**src/rtl/data_mem_responder_pkg.sv**
```systemverilog
// Shared constants and state encoding for the data-memory responder.
package data_mem_responder_pkg;

  localparam int DMEM_WORD_SIZE = 16;

  typedef enum logic [1:0] {
    IDLE = 2'd0,
    WAIT = 2'd1,
    DONE = 2'd2
  } dmem_state_t;

endpackage

```
**src/rtl/dmem_ram.sv**
```systemverilog
// Single-port synchronous word RAM with one-cycle registered read (read-before-write).
module dmem_ram #(
  parameter int WORD_SIZE = 16,
  parameter int DEPTH     = 256,
  parameter int ADDR_BITS = $clog2(DEPTH)
) (
  input  logic                 Clock,
  input  logic                 we,
  input  logic [ADDR_BITS-1:0] addr,
  input  logic [WORD_SIZE-1:0] wdata,
  output logic [WORD_SIZE-1:0] rdata
);

  logic [WORD_SIZE-1:0] mem_r [DEPTH];

  // Array write and registered read port
  always_ff @(posedge Clock) begin
    if (we) begin
      mem_r[addr] <= wdata;
    end
    rdata <= mem_r[addr];
  end

endmodule

```
**src/rtl/data_mem_responder.sv**
```systemverilog
// Data-port responder: latency model, request capture and RAM sequencing.
// Optional DMEM_RANGE_CHECK_EN adds the sticky AddrError out-of-range flag.
module data_mem_responder
  import data_mem_responder_pkg::*;
#(
  parameter int WORD_SIZE = DMEM_WORD_SIZE,
  parameter int DEPTH     = 256,
  parameter int LATENCY   = 3
) (
  input  logic                 Clock,
  input  logic                 Reset,
  input  logic [WORD_SIZE-1:0] DataAddr,
  input  logic [WORD_SIZE-1:0] DataOut,
  input  logic                 ReadData,
  input  logic                 WriteData,
  output logic [WORD_SIZE-1:0] DataIn,
  output logic                 DataDone
`ifdef DMEM_RANGE_CHECK_EN
  ,
  output logic                 AddrError
`endif
);

  localparam int ADDR_BITS = $clog2(DEPTH);

  logic                 req_s;
  logic                 oor_s;
  logic                 accept_s;
  logic                 ram_we_s;
  logic [ADDR_BITS-1:0] ram_addr_s;
  logic [WORD_SIZE-1:0] ram_wdata_s;
  logic [WORD_SIZE-1:0] ram_rdata_s;

  assign req_s = ReadData | WriteData;

`ifdef DMEM_RANGE_CHECK_EN
  localparam logic [WORD_SIZE:0] DEPTH_W = (WORD_SIZE + 1)'(DEPTH);
  logic addr_error_r;

  assign oor_s     = ({1'b0, DataAddr} >= DEPTH_W);
  assign AddrError = addr_error_r;

  // Sticky out-of-range flag, cleared only by reset
  always_ff @(posedge Clock or posedge Reset) begin
    if (Reset) begin
      addr_error_r <= 1'b0;
    end else if (accept_s && oor_s) begin
      addr_error_r <= 1'b1;
    end else begin
      addr_error_r <= addr_error_r;
    end
  end
`else
  assign oor_s = 1'b0;
`endif

  dmem_ram #(
    .WORD_SIZE(WORD_SIZE),
    .DEPTH    (DEPTH),
    .ADDR_BITS(ADDR_BITS)
  ) u_ram (
    .Clock(Clock),
    .we   (ram_we_s),
    .addr (ram_addr_s),
    .wdata(ram_wdata_s),
    .rdata(ram_rdata_s)
  );

  generate
    if (LATENCY == 1) begin : g_lat1
      logic                 rd_pend_r;
      logic                 rd_oor_r;
      logic                 done_r;
      logic [WORD_SIZE-1:0] data_hold_r;
      logic [WORD_SIZE-1:0] data_in_s;

      assign accept_s    = req_s;
      assign ram_we_s    = WriteData & ~oor_s;
      assign ram_addr_s  = DataAddr[ADDR_BITS-1:0];
      assign ram_wdata_s = DataOut;

      // Fresh RAM word in the cycle after a read, otherwise the held value
      always_comb begin
        data_in_s = data_hold_r;
        if (rd_pend_r) begin
          data_in_s = rd_oor_r ? '0 : ram_rdata_s;
        end else begin
          data_in_s = data_hold_r;
        end
      end

      // Read-pending tracking and DataIn hold register
      always_ff @(posedge Clock or posedge Reset) begin
        if (Reset) begin
          rd_pend_r   <= 1'b0;
          rd_oor_r    <= 1'b0;
          done_r      <= 1'b1;
          data_hold_r <= '0;
        end else begin
          rd_pend_r   <= ReadData & ~WriteData;
          rd_oor_r    <= oor_s;
          done_r      <= 1'b1;
          data_hold_r <= data_in_s;
        end
      end

      assign DataIn   = data_in_s;
      assign DataDone = done_r;
    end else begin : g_latn
      localparam int CNT_W = (LATENCY > 2) ? $clog2(LATENCY - 1) : 1;
      localparam logic [CNT_W-1:0] CNT_LOAD = CNT_W'(LATENCY - 2);
      localparam logic [CNT_W-1:0] CNT_ONE  = CNT_W'(1);

      dmem_state_t          state_r;
      logic [CNT_W-1:0]     cnt_r;
      logic [ADDR_BITS-1:0] addr_r;
      logic [WORD_SIZE-1:0] wdata_r;
      logic                 wr_r;
      logic                 oor_r;
      logic                 done_r;
      logic [WORD_SIZE-1:0] data_in_r;

      // RAM is read at acceptance and re-read from the captured address during WAIT
      assign accept_s    = (state_r == IDLE) && req_s;
      assign ram_addr_s  = (state_r == IDLE) ? DataAddr[ADDR_BITS-1:0] : addr_r;
      assign ram_wdata_s = wdata_r;
      assign ram_we_s    = (state_r == WAIT) && (cnt_r == '0) && wr_r && !oor_r;

      // Request FSM with latency counter and registered handshake outputs
      always_ff @(posedge Clock or posedge Reset) begin
        if (Reset) begin
          state_r   <= IDLE;
          cnt_r     <= '0;
          addr_r    <= '0;
          wdata_r   <= '0;
          wr_r      <= 1'b0;
          oor_r     <= 1'b0;
          done_r    <= 1'b1;
          data_in_r <= '0;
        end else begin
          case (state_r)
            IDLE: begin
              if (req_s) begin
                state_r <= WAIT;
                cnt_r   <= CNT_LOAD;
                addr_r  <= DataAddr[ADDR_BITS-1:0];
                wdata_r <= DataOut;
                wr_r    <= WriteData;
                oor_r   <= oor_s;
                done_r  <= 1'b0;
              end
            end
            WAIT: begin
              if (cnt_r == '0) begin
                state_r <= DONE;
                done_r  <= 1'b1;
                if (!wr_r) begin
                  data_in_r <= oor_r ? '0 : ram_rdata_s;
                end
              end else begin
                cnt_r <= cnt_r - CNT_ONE;
              end
            end
            DONE: begin
              state_r <= IDLE;
            end
            default: begin
              state_r <= IDLE;
              done_r  <= 1'b1;
            end
          endcase
        end
      end

      assign DataIn   = data_in_r;
      assign DataDone = done_r;
    end
  endgenerate

endmodule
```
**config.mk**
```make
export PLATFORM = sky130hd
export DESIGN_NAME = data_mem_responder
export DESIGN_NICKNAME = d
export VERILOG_FILES = /design/src/rtl/data_mem_responder_pkg.sv /design/src/rtl/dmem_ram.sv /design/src/rtl/data_mem_responder.sv
export SDC_FILE = /design/constraint.sdc
export NUM_CORES = 2
export LEC_CHECK = 0
export CORE_MARGIN = 4
export CORE_UTILIZATION = 60
export DETAILED_ROUTE_END_ITERATION = 10
export PLACE_DENSITY = 0.76
export SYNTH_ARGS = -nofsm -noshare
export SYNTH_HDL_FRONTEND = slang
export SYNTH_SLANG_ARGS = --single-unit
```
**constraint.sdc**
```tcl
create_clock -name Clock -period 10.2 [get_ports Clock]
set_clock_uncertainty 0.1 [all_clocks]
set_input_delay 1.02 -clock Clock [delete_from_list [all_inputs] [get_ports Clock]]
set_output_delay 1.02 -clock Clock [all_outputs]
set_load 0.1 [all_outputs]
```
# Yosys cells after proc, flatten, opt, wreduce, memory -nomap -nowiden
# Memory sizes are Yosys's and may differ from the RTL's. A register that Yosys moved wholly into a read port is not among the register bits.
# Cells that the tools add are included.
# W data, S select, Z words.
word_totals:
  regBits: 45
  ram_bits: 4096
  inputBits: 36
  wordCells: 38
  mem_count: 1
classes:
  add_sub_neg: 1
  eq_ne: 4
  n_mux: 12
  n_bitwise: 4
  reduce_logical: 9
memory_table:
  columns: ["memory", "depth", "width", "rd", "rd_ports_with_merged_regs", "wr", "line", "text"]
  rows:
  - ["u_ram.mem_r", 256, 16, 1, 1, 1, "dmem_ram.sv:14", "logic [WORD_SIZE-1:0] mem_r [DEPTH];"]
ops:
  columns: ["operator", "count"]
  rows:
  - ["$mux W8", 1]
  - ["$mux W1", 6]
  - ["$reduce_and A2 Y1", 3]
  - ["$reduce_and A3 Y1", 2]
  - ["$mux W2", 2]
  - ["$ne A2 B2 Y1 const B", 2]
  - ["$pmux W2 S2", 1]
  - ["$not A1 Y1", 3]
  - ["$pmux W1 S3", 1]
  - ["$eq A2 B1 Y1 const B", 1]
  - ["$eq A2 B2 Y1 const B", 1]
  - ["$logic_and A1 B1 Y1", 2]
  - ["$logic_not A2 Y1", 1]
  - ["$pmux W1 S2", 1]
  - ["$reduce_bool A2 Y1", 1]
  - ["$or A1 B1 Y1", 1]
  - ["$sub A1 B1 Y1 const B", 1]

# Depth between registers and ports, before layout
depth:
  depth_word: 5
  mapped_depth: 12
  depth_no_buf: 7

# Modules after synthesis
# Synthesis repeated with hierarchy kept, for this count alone.
hier_totals:
  cells_unflattened: 6841
  area_unflattened_um2: 157205.8
modules_own_cells:
  columns: ["mod", "n_inst", "cells_per_inst", "area_per_inst_um2", "seq_area_each_um2"]
  rows:
  - ["dmem_ram", 1, 6727, 155399.0, 123318.3]
  - ["data_mem_responder", 1, 114, 1806.7, 1127.3]

# Least setup slack after synthesis
# Ideal clock, no wire load.
synth_timing:
  path_type: "register -> register"
  startpoint: "register g_latn.wdata_r[0]"
  endpoint: "memory u_ram.mem_r[0][0], data pin"
  t_arrival_ps: 3181
  required_ps: 9297
  slack_ps: 6116
  stages_incl_launch_ff: 1
  n_path_buf: 0
  period_less_slack_ps: 4084
  cell_sequence: "dfrtp_1"
synth_lines:
  columns: ["element", "line", "text"]
  rows:
  - ["start, declared", "data_mem_responder.sv:117", "logic [WORD_SIZE-1:0] wdata_r;"]
  - ["start signal, assigned", "data_mem_responder.sv:147", "wdata_r <= DataOut;"]
  - ["end, declared", "dmem_ram.sv:14", null]
# No word-level cell before the write port.

# Worst setup path in the final report
layout_timing:
  startpoint: "register g_latn.state_r[1]"
  endpoint: "register u_ram.rdata[3] (read register of u_ram.mem_r)"
layout_via:
  elab_chain_len: 2
layout_rtl:
  columns: ["element", "line", "text"]
  rows:
  - ["start, declared", "data_mem_responder.sv:114", "dmem_state_t state_r;"]
  - ["start signal, assigned", "data_mem_responder.sv:132", "state_r <= IDLE;"]
  - ["start signal, assigned", "data_mem_responder.sv:144", "state_r <= WAIT;"]
  - ["start signal, assigned", "data_mem_responder.sv:155", "state_r <= DONE;"]
  - ["$logic_not A2 Y1", "data_mem_responder.sv:125", "assign ram_addr_s = (state_r == IDLE) ? DataAddr[ADDR_BITS-1:0] : addr_r;"]
  - ["$mux W8", "data_mem_responder.sv:125", null]
  - ["end, declared", "dmem_ram.sv:11", "output logic [WORD_SIZE-1:0] rdata"]
# Every way passes these cells.
# A chain may end at the register's enable or synchronous reset.

==> parameters.txt <==
Parameter                              Value

Outcome
  Run status    complete, but fails checks
  Violations in the final reports    DRC, capacitance limit, slew limit

STA
  Final Setup Violations    0
  Number of pins with negative max-slew slack in the final report    5
  Post-layout min period    6.03 ns
  Period utilisation layout    0.591
  Final sum of negative setup slack    0 ns
  Unrepaired setup endpoints after global routing    no
  Rel. slew slack    -0.0180
  Peak clock frequency supported by timing    roughly 0.17 GHz
  Hold Violations, Final    0
  Worst slew pin tran    1.51 ns

Die
  Die Ht    roughly 510 µm
  Die Footprint    0.263 mm²
  Floorplan core area    about 0.25 mm²
  Number of I/O pins    53
  Number of placement rows    184
  Initial core utilization    0.605
  Die X-Extent    512 µm

CTS
  Number of buffers inserted to repair setup after CTS    0
  Max clock buf depth    4
  Number of H-tree levels    5
  Clock Root Buffer    sky130_fd_sc_hd__clkbuf_16
  CTS tree    done
  Total clock buffers created by CTS    about 400
  CTS Hold Buffers Added    0
  Num Clock Sinks    roughly 4200
  Clk pin slew, worst setup/hold paths    approximately 0.06 ns
  Number of gates resized after CTS    0
  Skew-Pair Late Insertion Delay    0.99 ns

GRT
  GR Overflow Total    0
  Number of global-route vias before repair    86400
  Total routing usage reported by global routing    0.306
  Maximum number of pins on one net before global-route repair    around 200
  First-pass GRT wire length    just under 600000 µm
  Antenna violations before repair    21

Drt
  Total DRC errors in the routed layout    4
  First-pass iteration count of the detailed router    11
  Violation count after the first detailed-route iteration    between 10000 and 15000
  Number of nets with antenna violations after routing    0
  Average detailed-routed wire length per instance    roughly 33 µm
  Detailed-route via count    about 90000
  Sum of routed wire length over all layers    roughly 410000 µm
  Via density    approximately 7.2

Hold path
  Path type of the worst min-delay path    reg -> reg
  Depth of the worst hold-timing path    1

Yosys
  Sequential-to-total area share from yosys stat    0.815
  Cell type with the highest aggregate area in the netlist    sky130_fd_sc_hd__edfxtp_1
  Post-synth EDFFs    around 4100
  Top cell types by occurrence after synthesis    sky130_fd_sc_hd__edfxtp_1, sky130_fd_sc_hd__a22oi_1, sky130_fd_sc_hd__a21oi_1
  Area contributors post-synth    sky130_fd_sc_hd__edfxtp_1, sky130_fd_sc_hd__a22oi_1, sky130_fd_sc_hd__a21oi_1, sky130_fd_sc_hd__o41ai_1, sky130_fd_sc_hd__clkbuf_1
  Syn_nets    slightly below 9000
  Share of the synthesized area in the top cell type    0.806
  Per-instance average area after synthesis    17.7 µm²
  Most instantiated flip-flop cell in the synthesis netlist    sky130_fd_sc_hd__edfxtp_1
  Synthesized instance count    ~8600
  Number of register bits inferred by synthesis    between 4000 and 5000
  Count of warnings emitted by yosys    0
  Area of the mapped netlist    0.153 mm²
  Post-synthesis cell type count    40
  Cell with the most instances after synthesis    sky130_fd_sc_hd__edfxtp_1
  Share of async-settable or async-resettable flops after synthesis    0.0108

Pwr
  Static leakage    about 52 nW
  Internal power contribution    ~0.033 W
  Switching power share of the total    0.352
  Relative contribution of sequential cells to total power    0.434
  Comb power frac    0.289
  Part of the power in the clock network    0.277
  Power per cell area    302 mW/mm²
  Net switching power of the design    0.0181 W
  Worst vdd ir    roughly 0.36 mV

Placed design
  Routability congestion estimate from global placement    about 0.87
  Number of buffer cells added on primary ports    between 40 and 50
  Cell Count Post-Placement    roughly 12000
  Post-detailed-placement half-perimeter wirelength    between 200000 and 250000 µm

Critical path
  Register-to-Register Path Depth    9
  Startpoint Class    flip-flop
  Arrival time of data at the critical path endpoint    slightly below 7 ns
  Required time of the worst setup path    between 10 and 15 ns
  Critical path peak fanout    around 110
  Critical path start-end classification    reg -> reg
  Category of the worst setup path capture point    flip-flop

Layout
  Nets    ~8900
  Area growth from synthesis to final layout    12.1%
  Ratio of cells with drive above 1 in the final layout    0.121
  Count of non-filler cells in the finished layout    between 10000 and 15000

Flow run
  Max Cap Viol    2
critical path, cell delays in order (launching register included):
cell and delay, ns:
sky130_fd_sc_hd__dfrtp_1 0.51, sky130_fd_sc_hd__nor2_4 0.76, sky130_fd_sc_hd__o21ai_4 0.43, sky130_fd_sc_hd__buf_4 0.49, sky130_fd_sc_hd__buf_12 0.35, sky130_fd_sc_hd__a22oi_1 0.28, sky130_fd_sc_hd__a21oi_1 0.15, sky130_fd_sc_hd__o41ai_1 1.23
sky130_fd_sc_hd__a41oi_1 0.76, sky130_fd_sc_hd__or4_1 0.69
registers in the layout, summed over array words and instances, names as in the netlist:
signal,flops
g_latn.wdata_r,16
u_ram.rdata,16
DataIn,16
g_latn.state_r,2
g_latn.cnt_r,1
g_latn.addr_r,8
g_latn.wr_r,1
DataDone,1
u_ram.mem_r,4096
kinds of logic after synthesis:
kind of cell,count (synthesis),synth area share
compound gates,3419,0.154
mux,40,0.00295
flops,4157,0.815
simple gates,347,0.00961
buf+inv,656,0.0182
per-layer routing:
layer | track usage | up-vias | wire length [µm]
met5 | 0 | - | 69
met4 | 0.171 | 10 | 25900
met3 | 0.0775 | 1224 | 53400
met2 | 0.470 | 7080 | 193000
met1 | 0.404 | 44700 | 141000
li1 | - | 36500 | -
power by group through the flow:
stage	sequential [W]	combinational, W	clock [W]
6_report	0.0224	0.0149	0.0143
5_1_grt	0.0225	0.0155	0.0151
4_1_cts	0.0224	0.0145	0.0143
3_5_place_dp	0.0228	0.0144	0
3_3_place_gp	0.0227	0.0141	0
2_1_floorplan	0.0240	0.00761	0
final timing paths:
kind	start	endpoint	slack (ns)
max	g_latn.state_r[1]	u_ram.rdata[3]	4.17
max in group asynchronous	Reset	g_latn.wdata_r[11]	8.72
min in group asynchronous	Reset	g_latn.wdata_r[5]	0.51
max reg2reg	g_latn.state_r[1]	u_ram.rdata[3]	4.17
min	DataIn[6]	DataIn[6]	0.41
min reg2reg	DataIn[6]	DataIn[6]	0.41
cell usage in the layout, fill, tap and decap left out, types with 28 or more instances in the layout:
master,count
sky130_fd_sc_hd__a22oi_1,2048
sky130_fd_sc_hd__bufinv_16,38
sky130_fd_sc_hd__nor2_1,250
sky130_fd_sc_hd__buf_4,390
sky130_fd_sc_hd__clkdlybuf4s50_1,44
sky130_fd_sc_hd__clkbuf_16,405
sky130_fd_sc_hd__o41ai_2,29
sky130_fd_sc_hd__clkbuf_1,85
sky130_fd_sc_hd__dfrtp_1,28
sky130_fd_sc_hd__a41oi_1,64
sky130_fd_sc_hd__mux2_2,40
sky130_fd_sc_hd__o41ai_1,227
sky130_fd_sc_hd__clkinv_2,74
sky130_fd_sc_hd__edfxtp_1,4096
sky130_fd_sc_hd__buf_12,36
sky130_fd_sc_hd__a21oi_1,1024
sky130_fd_sc_hd__clkinv_1,73
cell type report:
| class | instances | area [µm²] |
|---|---|---|
| sequential | 4157 | 125000 |
| inverter | 6 | 22.5 |
| clock inverter | 208 | 1970 |
| multi-input combinational | 3806 | 25800 |
| clock buffer | 496 | 10500 |
| timing repair buffer | 470 | 4090 |
| tap | 3348 | 4190 |
| fill | 15300 | 81100 |
| antenna | 20 | 50.0 |
per-stage QoR:
| step | instance area [µm²] | hold WS, ns | total power [W] | setup WS [ns] | utilization |
|---|---|---|---|---|---|
| floorplan | 153000 | 0.339 | 0.0316 | 6.12 | - |
| finish | 171000 | 0.406 | 0.0516 | 4.17 | 0.679 |
| global placement | 159000 | 0.395 | 0.0368 | 4.17 | 0.629 |
| detailed placement | 159000 | 0.402 | 0.0372 | 4.15 | 0.629 |
| global route | 171000 | 0.431 | 0.0531 | 4.21 | 0.678 |
| CTS | 171000 | 0.412 | 0.0513 | 4.48 | 0.678 |
No activity file was read; power rests on OpenSTA's default activity.
